### config.mk
export PLATFORM = sky130hd
export DESIGN_NAME = baud_gen_frac
export DESIGN_NICKNAME = d
export VERILOG_FILES = /design/src/rtl/baud_gen_frac.sv
export SDC_FILE = /design/constraint.sdc
export NUM_CORES = 1
export LEC_CHECK = 0
export CAP_MARGIN = 30
export CORE_AREA = 10 10 124 126
export DETAILED_ROUTE_END_ITERATION = 16
export DIE_AREA = 0 0 134 136
export SYNTH_ARGS = -nofsm -noshare
export SYNTH_HDL_FRONTEND = slang
export SYNTH_SLANG_ARGS = --single-unit
### constraint.sdc
create_clock -name clk -period 2.6 [get_ports clk]
set_input_delay 0.26 -clock clk [delete_from_list [all_inputs] [get_ports clk]]
set_output_delay 0.26 -clock clk [all_outputs]
set_load 0.02 [all_outputs]
### src/rtl/baud_gen_frac.sv
// Fractional-N baud tick generator: oversample tick with dual-modulus period,
// plus bit and mid-bit strobes, glitch-free divisor reload and phase resync.
module baud_gen_frac #(
  parameter int DIV_W    = 16,
  parameter int FRAC_W   = 4,
  parameter int OSR      = 16,
  parameter int DEF_INT  = 325,
  parameter int DEF_FRAC = 0
) (
  input  logic                    clk,
  input  logic                    reset_n,
  input  logic                    en,
  input  logic                    sync_clr,
  input  logic                    load,
  input  logic [DIV_W-1:0]        div_int,
  input  logic [FRAC_W-1:0]       div_frac,
  output logic                    os_tick,
  output logic                    bit_tick,
  output logic                    mid_tick,
  output logic [$clog2(OSR)-1:0]  os_idx
);

  localparam int IDX_W = $clog2(OSR);
  localparam logic [IDX_W-1:0] IDX_LAST = IDX_W'(OSR - 1);
  localparam logic [IDX_W-1:0] IDX_MID  = IDX_W'(OSR / 2 - 1);

  logic [DIV_W:0]    cnt;
  logic [FRAC_W-1:0] frac_acc;
  logic              carry;
  logic [DIV_W-1:0]  int_q;
  logic [FRAC_W-1:0] frac_q;
  logic [DIV_W-1:0]  pend_int;
  logic [FRAC_W-1:0] pend_frac;
  logic              pend_valid;

  logic [DIV_W:0]    limit;
  logic              tick_ev;
  logic              apply;
  logic [DIV_W-1:0]  new_int;
  logic [FRAC_W-1:0] new_frac;
  logic [FRAC_W:0]   frac_sum;

  // The carry from the previous period's accumulation stretches this one by a cycle.
  assign limit    = {1'b0, int_q} + {{DIV_W{1'b0}}, carry};
  assign tick_ev  = en && !sync_clr && (cnt == limit);
  assign frac_sum = {1'b0, frac_acc} + {1'b0, frac_q};

  // A divisor is only swapped at a period boundary, or at once while frozen.
  assign apply    = !sync_clr && (tick_ev || !en) && (load || pend_valid);
  assign new_int  = load ? div_int  : pend_int;
  assign new_frac = load ? div_frac : pend_frac;

  always_ff @(posedge clk or negedge reset_n) begin
    if (!reset_n) begin
      cnt      <= '0;
      frac_acc <= '0;
      carry    <= 1'b0;
      os_idx   <= '0;
      os_tick  <= 1'b0;
      bit_tick <= 1'b0;
      mid_tick <= 1'b0;
    end else begin
      os_tick  <= tick_ev;
      bit_tick <= tick_ev && (os_idx == IDX_LAST);
      mid_tick <= tick_ev && (os_idx == IDX_MID);
      if (sync_clr) begin
        cnt      <= '0;
        frac_acc <= '0;
        carry    <= 1'b0;
        os_idx   <= '0;
      end else if (en) begin
        if (tick_ev) begin
          cnt               <= '0;
          {carry, frac_acc} <= frac_sum;
          os_idx            <= (os_idx == IDX_LAST) ? '0 : os_idx + IDX_W'(1);
        end else begin
          cnt <= cnt + (DIV_W + 1)'(1);
        end
      end
    end
  end

  always_ff @(posedge clk or negedge reset_n) begin
    if (!reset_n) begin
      int_q      <= DIV_W'(DEF_INT);
      frac_q     <= FRAC_W'(DEF_FRAC);
      pend_int   <= '0;
      pend_frac  <= '0;
      pend_valid <= 1'b0;
    end else begin
      if (apply) begin
        int_q      <= new_int;
        frac_q     <= new_frac;
        pend_valid <= 1'b0;
      end else if (load) begin
        pend_int   <= div_int;
        pend_frac  <= div_frac;
        pend_valid <= 1'b1;
      end
    end
  end

endmodule

==> impl_results.md <==
- Post-synthesis instance area: 4310 µm²
- Leakage: 0.00264 µW
- H-tree depth: 3
- DRC errors left: 0
- Endpoints failing setup: 66
- Ant. Diodes: 0
- Top cell type by total area after synthesis: dfrtp_1
- Initial antenna violation count: 0
- Area contributors post-synth: dfrtp_1, mux2_4, mux2_2, xor2_1, xnor2_1
- Post-layout min period: 2.83 ns
- Failing checks: setup timing
- # port buffers: 31
- 1st-pass router iterations: 4
- Net switching power: 1100 µW
- Final hold slack: 0.493 ns
- Core area: 13000 µm²
- Worst setup path class: flop to flop
- Io pins: 32
- Clk pwr share: 0.363
- Post-synth top area share: 0.383
- EDFF count, synth: 0
- Tot GR Track Use: 0.122
- Startpoint Class: flop
- Vias: 3221
- Clock Latency Late Sink: 0.34 ns
- Yosys reg bits: 70
- Crit path capture type: flop
- CTS Buf Count: 9
- Min-delay worst type: primary input to async pin
- WL final: 10.7 mm
- Combinational Power Share: 0.273
- Clock sink total: 70
- Die area: 18200 µm²
- Global-route wire length before repair: 18.0 mm
- Share of cells above drive strength 1: 0.416
- Detail Route Antenna Nets: 0
- Row cnt: 42
- WL/cell: 16.5 µm
- Final hold vios: 0
- Pwr dens: 624 nW/µm²
- Worst EP required: 2.82 ns
- CTS Buffer Depth: 2
- Yosys warnings: 0
- RSZ-0062 raised after global routing: true
- Worst EP arrival: 3.05 ns
- Clock skew: 0.00611 ns
- GP Congestion: 0.809
- DR iter-0 viols: 131
- Sw frac: 0.293
- # fillers: 1192
- Fin nets: 503
- Syn nets: 412
- Placed instance area: 5290 µm²
- Reg power frac: 0.364
- R2R depth: 10
- Crit path max fanout: 19
- Share of synthesized registers carrying an async set or reset: 1.00
- Die height: 136 µm
- Status: finished, violations left
- Detailed-placement wirelength estimate: 7.45 mm
- Vias in the first global route: 3403
- Sequential area share after synthesis: 0.408
- Slew margin rel.: 0.541
- Post-Synthesis Cells: 378
- Internal: 2670 µW
- Inst Count DP: 618
- Number of max-cap violations: 0
- Final Cell Area: 6040 µm²
- Fin cells: 650
- Clock Pin Slew Worst Setup and Hold Paths: 0.06 ns
- Layout area overhead: 40.3%
- CTS root buf: clkbuf_16
- Peak supply drop: 0.279 mV
- Prevailing post-synth register cell: dfrtp_1
- CTS tree: yes
- Largest net degree at the start of global routing: 44
- Period Utilization, post-route: 1.09
- Max Slew Vio Count: 0
- Die width: 134 µm
- Post-Syn Area per Cell: 11.4 µm²
- Initial Util: 0.332
- Tightest Pin Transition: 0.688 ns
- Fmax: 354 MHz
- DR vias/cell: 4.96
- Worst setup margin: -0.229 ns
- Synth cell types: 66
- GRT Residual Overflow: 0
## critical path, cell delays in order (launching register included)
cell	delay, ns
dfstp_2	0.56
ha_4	0.16
ha_4	0.16
nand3_4	0.13
nor4_4	0.33
buf_4	0.16
o31a_1	0.14
o21ai_2	0.10
o41ai_4	0.41
buf_12	0.24
mux2_4	0.31
## cell usage in the layout, fill, tap and decap left out, types with 5 or more instances in the layout
cell	instances
clkdlybuf4s50_1	30
ha_1	6
inv_1	8
xnor2_1	12
buf_4	46
nor3_1	5
nand2_1	17
nor3_2	5
dfrtp_1	66
mux2_4	38
nor2_1	28
xor2_1	19
buf_12	6
clkbuf_16	10
nand3_2	5
mux2_2	18
nand3_1	9
buf_6	13
and3_1	6
nand4_1	10
mux2i_1	7
## stage by stage
step / total power, µW / utilization / setup slack, ns / TNS [ns]
floorplan: 1950 / - / -0.0551 / -1.64
global placement: 2260 / 0.408 / -0.168 / -7.09
detailed placement: 2290 / 0.408 / -0.244 / -11.49
CTS: 3760 / 0.458 / -0.208 / -10.41
global route: 3950 / 0.466 / -0.331 / -17.41
finish: 3770 / 0.466 / -0.229 / -10.04
## power groups by stage
| stage | Combinational [µW] | Clock [µW] | Sequential [µW] |
|---|---|---|---|
| after global routing | 1120 | 1440 | 1390 |
| after detailed placement | 905 | 0 | 1380 |
| after global placement | 889 | 0 | 1370 |
| after CTS | 997 | 1400 | 1370 |
| final | 1030 | 1370 | 1370 |
| after floorplan | 607 | 0 | 1350 |
## sequential cells by signal, summed over array words and instances (netlist names)
name	count
bit_tick	1
carry	1
cnt	17
frac_acc	4
frac_q	4
int_q	16
mid_tick	1
os_idx	4
os_tick	1
pend_frac	4
pend_int	16
pend_valid	1
## Yosys cell counts, drive strengths merged, types with 2 or more instances
master and instances:
or4 2, xnor2 14, o21ai 8, a21oi 4
a22oi 2, o311ai 2, and4 5, a21o 3
nor2 29, mux2i 7, nand3b 3, a31oi 2
a31o 3, ha 8, and2 3, inv 8
nand2b 4, nor3b 3, nand4 13, nor4 7
nor3 10, nand3 16, dfstp 4, buf 15
nand2 20, mux2 56, or3b 3, xor2 20
clkbuf 5, a211oi 3, dfrtp 66, and3 7
nor2b 4
## metal layers
layer  global-route usage  part of all wire  wire length, µm  vias up
met3               0.0273             0.026              280        9
met1                0.159              0.48             5160     1606
met5                    0                 0                0        -
li1                     -                 -                -     1565
met4               0.0393             0.012              125        0
met2                0.197              0.48             5160       41
## layout make-up
cell class | count | area (µm²) | area share
clock inverters | 6 | 92.6 | 0.0153
well taps | 176 | 220 | 0.0364
clock buffers | 10 | 239 | 0.0395
multi-input cells | 280 | 2720 | 0.450
inverters | 9 | 33.8 | 0.00559
repair buffers | 99 | 980 | 0.162
flip-flops and latches | 70 | 1760 | 0.291
## kinds of logic after synthesis
group | after synthesis | share of synthesized area
AO/OA/AOI/OAI | 39 | 0.0807
flip-flops | 70 | 0.408
XOR/XNOR | 34 | 0.0691
AND/OR/NAND/NOR | 134 | 0.180
buffers and inverters | 29 | 0.0383
multiplexers | 63 | 0.196
adder cells (fa/ha/maj) | 9 | 0.0279
## repair_timing
| action | in CTS | in global routing |
|---|---|---|
| setup buffers | 10 | 4 |
| setup endpoints to repair | 68 | 70 |
| gates cloned | 2 | 1 |
| pin swaps | 13 | 7 |
| hold buffers | 1 | 0 |
| resized for setup | 38 | 12 |
| endpoints found under the hold margin | 20 | 0 |
## path summary, 6_finish.rpt
kind	start	endpoint	slack, ns
min in group clk	pend_int[2]$_DFFE_PN0N_	pend_int[2]$_DFFE_PN0N_	0.51
setup reg to reg	int_q[0]$_DFFE_PN1P_	frac_q[0]$_DFFE_PN0P_	-0.23
hold reg to reg	pend_int[2]$_DFFE_PN0N_	pend_int[2]$_DFFE_PN0N_	0.51
setup / recovery	int_q[0]$_DFFE_PN1P_	frac_q[0]$_DFFE_PN0P_	-0.23
hold / removal	reset_n	pend_int[10]$_DFFE_PN0N_	0.49
max in group asynchronous	reset_n	int_q[6]$_DFFE_PN1P_	1.38
No activity file was read; power rests on OpenSTA's default activity.
